### src/rtl/branch_flag_unit.sv
// branch_flag_unit: architectural NZCV flag register and ID-stage branch
// resolver (B, B.cond, CBZ, CBNZ) with EX-to-ID flag forwarding.
module branch_flag_unit (
    input  logic        clk,
    input  logic        reset,
    input  logic        stall,
    input  logic        flush,
    input  logic        ex_valid,
    input  logic        ex_set_flags,
    input  logic [3:0]  ex_flags,
    input  logic        id_valid,
    input  logic [2:0]  id_br_type,
    input  logic [3:0]  id_cond,
    input  logic        id_rt_zero,
    output logic [3:0]  flags,
    output logic        br_valid,
    output logic        br_taken,
    output logic [15:0] br_count
);

    localparam logic [2:0] BR_B    = 3'b001;
    localparam logic [2:0] BR_COND = 3'b010;
    localparam logic [2:0] BR_CBZ  = 3'b011;
    localparam logic [2:0] BR_CBNZ = 3'b100;

    logic       fwd;
    logic       upd;
    logic [3:0] eff;
    logic       n;
    logic       z;
    logic       c;
    logic       v;
    logic       cond_ok;
    logic       is_br;
    logic       take;

    assign fwd = ex_valid & ex_set_flags;
    assign upd = fwd & ~stall;

    // Forward the EX result so SUBS followed by B.cond needs no bubble.
    always_comb begin
        eff = fwd ? ex_flags : flags;
        n   = eff[3];
        z   = eff[2];
        c   = eff[1];
        v   = eff[0];
    end

    // Condition code evaluation on the effective flags.
    always_comb begin
        cond_ok = 1'b0;
        unique case (id_cond)
            4'b0000: cond_ok = z;
            4'b0001: cond_ok = ~z;
            4'b0010: cond_ok = c;
            4'b0011: cond_ok = ~c;
            4'b0100: cond_ok = n;
            4'b0101: cond_ok = ~n;
            4'b0110: cond_ok = v;
            4'b0111: cond_ok = ~v;
            4'b1000: cond_ok = c & ~z;
            4'b1001: cond_ok = ~(c & ~z);
            4'b1010: cond_ok = (n == v);
            4'b1011: cond_ok = (n != v);
            4'b1100: cond_ok = ~z & (n == v);
            4'b1101: cond_ok = z | (n != v);
            4'b1110: cond_ok = 1'b1;
            4'b1111: cond_ok = 1'b1;
            default: cond_ok = 1'b0;
        endcase
    end

    // Branch classification; CBZ/CBNZ look only at the Rt zero indication.
    always_comb begin
        is_br = 1'b0;
        take  = 1'b0;
        case (id_br_type)
            BR_B: begin
                is_br = id_valid;
                take  = 1'b1;
            end
            BR_COND: begin
                is_br = id_valid;
                take  = cond_ok;
            end
            BR_CBZ: begin
                is_br = id_valid;
                take  = id_rt_zero;
            end
            BR_CBNZ: begin
                is_br = id_valid;
                take  = ~id_rt_zero;
            end
            default: begin
                is_br = 1'b0;
                take  = 1'b0;
            end
        endcase
    end

    // Flag register: an older EX update commits even when ID is flushed.
    always_ff @(posedge clk or posedge reset) begin
        if (reset) begin
            flags <= 4'b0000;
        end else if (upd) begin
            flags <= ex_flags;
        end
    end

    // Registered branch decision and taken-branch counter.
    always_ff @(posedge clk or posedge reset) begin
        if (reset) begin
            br_valid <= 1'b0;
            br_taken <= 1'b0;
            br_count <= 16'h0000;
        end else if (flush) begin
            br_valid <= 1'b0;
            br_taken <= 1'b0;
        end else if (!stall) begin
            br_valid <= is_br;
            br_taken <= is_br & take;
            if (is_br & take) begin
                br_count <= br_count + 16'h0001;
            end
        end
    end

endmodule
### config.mk
export PLATFORM = sky130hd
export DESIGN_NAME = branch_flag_unit
export DESIGN_NICKNAME = d
export VERILOG_FILES = /design/src/rtl/branch_flag_unit.sv
export SDC_FILE = /design/constraint.sdc
export NUM_CORES = 1
export LEC_CHECK = 0
export BUFFER_PORTS_ARGS = -buffer_cell sky130_fd_sc_hd__buf_2
export CAP_MARGIN = 25
export CORE_UTILIZATION = 54
export DETAILED_ROUTE_END_ITERATION = 10
export HOLD_SLACK_MARGIN = 0.15
export PLACE_DENSITY = 0.83
export SETUP_SLACK_MARGIN = 0.2
export SYNTH_ARGS = -nofsm -noshare
export SYNTH_HDL_FRONTEND = slang
export SYNTH_SLANG_ARGS = --single-unit
### constraint.sdc
create_clock -name clk -period 5.5 [get_ports clk]
set_input_delay 0.825 -clock clk [delete_from_list [all_inputs] [get_ports clk]]
set_output_delay 0.825 -clock clk [all_outputs]
set_load 0.02 [all_outputs]
Yosys cells after proc, flatten, opt, wreduce, memory -nomap -nowiden
Cells that the tools add are included.

cells by class
  bitwise logic cells = 14
  add/subtract/negate cells = 1
  eq/ne operators = 22
  mux-type cells = 8
  reduce and logical (&&, ||, !) cells = 4

operators by type and width
  operator                                                number
  == test 4 bit (second input constant)                   8
  adder 16 x 1 -> 16 bit (second input constant)          1
  == test 4 x 3 -> 1 bit (second input constant)          4
  case mux 1 bit (15 select lines)                        1
  == test 4 x 2 -> 1 bit (second input constant)          2
  NOT 1 bit                                               8
  == test 3 x 2 -> 1 bit (second input constant)          2
  AND 1 bit                                               5
  two-way mux 1 bit                                       5
  == test 4 x 1 -> 1 bit (second input constant)          1
  logical NOT 4 bit                                       1
  two-way mux 4 bit                                       1
  case mux 1 bit (4 select lines)                         1
  OR reduction 4 bit                                      1
  == test 3 x 1 -> 1 bit (second input constant)          1
  == test 3 bit (second input constant)                   1
  AND reduction 3 bit                                     1
  inequality test 2 x 1 -> 1 bit (second input constant)  1
  OR reduction 2 bit                                      1
  == test 1 bit                                           1
  inequality test 1 bit                                   1
  OR 1 bit                                                1

word-level totals
  word-level logic and storage cells = 53
  input bits = 19
  flip-flop bits (word level) = 22

Logic depth before layout (Yosys ltp)
  depth after elaboration = 10
  mapped depth = 10

Least setup slack after synthesis
No wires, ideal clock.

  path kind = input port to flip-flop
  start = input ex_flags[1]
  end = register br_count[1]
  setup slack = 2,763 ps
  library setup time = 128 ps
  stages = 9
  arrival = 2,610 ps
  path through = and4b_1 -> a31oi_1 -> o22ai_1 -> a221o_1 -> a2111oi_1 -> a211o_1 -> buf_6 -> buf_8 -> mux2_1

on the way
  word-level cells in the longest chain between the ends = 7

RTL lines
  item                                  RTL line  source
  start, declared                       10        input logic [3:0] ex_flags,
  two-way mux 4 bit (*)                 42        eff = fwd ? ex_flags : flags;
  AND 1 bit                             61, 62
  NOT 1 bit                             62        4'b1001: cond_ok = ~(c & ~z);
  case mux 1 bit (15 select lines) (*)  52        unique case (id_cond)
  case mux 1 bit (4 select lines) (*)   77        case (id_br_type)
  AND 1 bit (*)                         122       if (is_br & take) begin
  AND reduction 3 bit (no line) (*)     --
  end signal, assigned                  123       br_count <= br_count + 16'h0001;
  end, declared                         18        output logic [15:0] br_count

Mark *: on every way between the ends. The rest lies on a longest branch, timed or not.
A chain may end at the register's enable or synchronous reset.

Worst setup path in the final report
  start = input ex_valid
  end = register br_count[1]

on the way
  word-level cells in the longest chain between the ends = 9

RTL lines
  item                                  RTL line  source
  start, declared                       8         input logic ex_valid,
  AND 1 bit (*)                         37        assign fwd = ex_valid & ex_set_flags;
  two-way mux 4 bit (*)                 42
  NOT 1 bit                             --
  AND 1 bit                             61, 62
  NOT 1 bit                             62
  case mux 1 bit (15 select lines) (*)  52
  case mux 1 bit (4 select lines) (*)   77
  AND 1 bit (*)                         122
  AND reduction 3 bit (no line) (*)     --

Marks and branches as above.

==> flow_metrics.py <==
metrics = {
    "routing": {
        "vias_per_cell": 5.66,
        "drc_errors": 0,
        "vias": 1137,
        "wire_per_inst_um": 13.8,
        "drt_iter0_markers": 22,
        "routed_wl_um": 2780,
        "drt_pass1_iterations": 4,
        "ant_nets": 0,
    },
    "grt": {
        "overflow": 0,
        "grtUsageTotal_pct": 22.9,
        "grt_pass1_wl_um": 4590,
        "grt_antenna_before_repair": 0,
        "grt_pass1_vias": 1055,
        "grt_max_degree": 23,
    },
    "logic_synthesis": {
        "synth_warnings": 0,
        "syn_area_um2": 1340,
        "synth.area.top_cells": "dfrtp_1, xor2_1, xnor2_1, mux2_2, nand3_1",
        "syn_avg_cell_area_um2": 10.1,
        "yosysMostFrequentCell": "dfrtp_1",
        "synth_cell_types": 46,
        "synth-seq-cells": 22,
        "netlist_instances": 133,
        "synth_nets": 153,
        "synth_edf_count": 0,
        "yosys-top-cells-count": "dfrtp_1, xor2_1, nor2_1",
        "synth_top_cell_area_share_pct": 41.0,
        "synth_async_sr_flop_share_pct": 100,
        "yosysTopAreaCell": "dfrtp_1",
        "seq_area_frac_synth_pct": 41.0,
        "synthFlopType": "dfrtp_1",
    },
    "setup_path": {
        "crit_end": "br_count[1]$_DFFE_PP0P_",
        "arrival_ps": 3080,
        "critical_path_depth": 8,
        "cp-end-kind": "flop",
        "crit_buf_inv": 1,
        "cp_data_required_time_ps": 5690,
        "startpoint": "ex_valid",
        "reg2reg_from": "flags[2]$_DFFE_PP0P_",
        "cp_top_family": "compound AO/OA/AOI/OAI gates",
        "worst_r2r_path_depth": 7,
        "r2r-end": "br_count[1]$_DFFE_PP0P_",
        "start_kind": "input port",
        "critPathMaxStageDelay_ps": 550,
        "rrSetupSlack_ps": 3000,
        "slowest_stage": "a211o_1",
        "path_max_fanout": 17,
        "crit_chain": "buf_2 > nand2_4 > mux2i_1 > o22ai_1 > a221o_1 > a2111oi_1 > a211o_1 > mux2_1",
        "worst-setup-path-type": "in2reg",
    },
    "timing": {
        "relSlewSlack_pct": 47.9,
        "tightestPinTransition_ps": 781,
        "fmax_mhz": 346,
        "min_period_ps": 2890,
        "rsz0062_at_grt": "false",
        "fin_tns_setup_ps": 0,
        "setup_viol": 0,
        "post-route-period-util_pct": 52.6,
        "finalHoldViolCount": 0,
        "clock_skew_ps": 17.4,
        "finalMaxSlewViolations": 0,
        "hold_slack_ps": 478,
    },
    "floorplanning": {
        "io_pins": 41,
        "initial_utilization_pct": 59.0,
        "die_y_um": 51.9,
        "dieWidth_um": 51.9,
        "core_um2": 2280,
        "rows": 17,
        "die_area_um2": 2690,
    },
    "power_and_ir_drop": {
        "peakVddDrop_v": 0.000224,
        "leakage_uw": 0.000848,
        "seqPwrFrac_pct": 46.1,
        "p_sw_share_pct": 29.9,
        "pwr-share-clk_pct": 29.3,
        "pwr-share-comb_pct": 24.7,
        "p_sw_uw": 126,
        "p_int_uw": 295,
        "power.density_nw_per_um2": 264,
        "total_power_uw": 421,
    },
    "placement": {
        "io_buffers": 40,
        "place_congestion": 0.815,
        "dp_hpwl_um": 2150,
    },
    "cts": {
        "clock_latency_ps": 310,
        "post_cts_buffers": 0,
        "cts_hold_buffers": 0,
        "post_cts_resized": 0,
        "htree_levels": 1,
        "root_buffer": "clkbuf_4",
        "numCtsBuffers": 3,
        "clk_pin_slew_worst_paths_ps": 130,
        "cts_tree": "yes",
        "clk_path_buf_depth": 2,
        "clock_sinks": 22,
    },
    "job": {
        "max_cap_violations": 0,
    },
    "cells_and_area": {
        "fin_util_pct": 70.1,
        "nets": 194,
        "diodes": 0,
        "fill_cells": 184,
        "syn2layout_area_growth_pct": 18.8,
        "layout-drive-gt1-share_pct": 32.9,
    },
    "hold_path": {
        "hold_class": "reg2reg",
    },
    "run_status": {
        "status": "finished, final reports clean",
    },
}
==> power groups by stage <==
stage,sequential [µW],combinational [µW],clock [µW]
2_1_floorplan,211,53.1,0
3_3_place_gp,195,101,0
3_5_place_dp,197,105,0
4_1_cts,194,105,124
5_1_grt,196,112,131
6_report,194,104,123
==> flip-flops by register name, indices dropped and copies added, names as in the netlist <==
register / flops
flags: 4
br_taken: 1
br_count: 16
br_valid: 1
==> placed cells by master, fill, tap and decap left out, drive strengths merged, types with 3 or more instances in the layout <==
cell type and count:
nand2b 3, or2 3, nor3 7, mux2i 3
xnor2 6, inv 8, nor2 10, nand3 8
clkbuf 3, nand2 10, xor2 14, mux2 6
buf 40, dfrtp 22
==> worst min path at each step <==
stage | startpoint | endpoint | slack (ps) | depth (start not counted)
floorplan | br_count[15]$_DFFE_PP0P_ | br_count[15]$_DFFE_PP0P_ | 580 | 1
CTS | br_count[15]$_DFFE_PP0P_ | br_count[15]$_DFFE_PP0P_ | 480 | 1
global placement | br_count[15]$_DFFE_PP0P_ | br_count[15]$_DFFE_PP0P_ | 450 | 1
finish | br_count[15]$_DFFE_PP0P_ | br_count[15]$_DFFE_PP0P_ | 480 | 1
detailed placement | br_count[15]$_DFFE_PP0P_ | br_count[15]$_DFFE_PP0P_ | 450 | 1
global route | br_count[15]$_DFFE_PP0P_ | br_count[15]$_DFFE_PP0P_ | 490 | 1
==> per-layer routing <==
metal | part of all wire, % | GRT usage [%] | vias up | routed length (µm)
li1 | - | - | 547 | -
met1 | 46 | 30.0 | 547 | 1290
met2 | 49 | 40.0 | 38 | 1350
met3 | 4.4 | 2.63 | 5 | 121
met4 | 0.76 | 5.86 | 0 | 21
met5 | 0 | 0 | - | 0
==> per-stage QoR <==
| stage | instance area (µm²) | worst slack [ps] | instances |
|---|---|---|---|
| final | 1600 | 2610 | 201 |
| after global routing | 1600 | 2490 | 201 |
| after CTS | 1600 | 2620 | 201 |
| after detailed placement | 1540 | 2300 | 197 |
| after global placement | 1540 | 2400 | 197 |
| after floorplan | 1340 | 2760 | 133 |
==> cell type report <==
cell class              count  area (µm²)  share of cell area, %
flip-flops and latches     22         551                   34.5
multi-input cells          99         727                   45.6
clock buffers               3        22.5                   1.41
clock inverters             1        30.0                   1.88
inverters                   8        30.0                   1.88
repair buffers             40         200                   12.5
well taps                  28        35.0                   2.20
==> logic make-up (layout without fill, tap and decap cells) <==
group                      Yosys count  after routing  synth area share (%)
and+or+nand+nor                     55             55                  23.8
DFF                                 22             22                  41.0
xor gates and xnor gates            20             20                  13.0
AOI/OAI and AO/OA                   14             14                  8.85
buffers and inverters               12             52                  4.85
muxes                                9              9                  7.55
adders and majority gates            1              1                 0.932
Note: power is estimated with default switching activity, not from simulation.
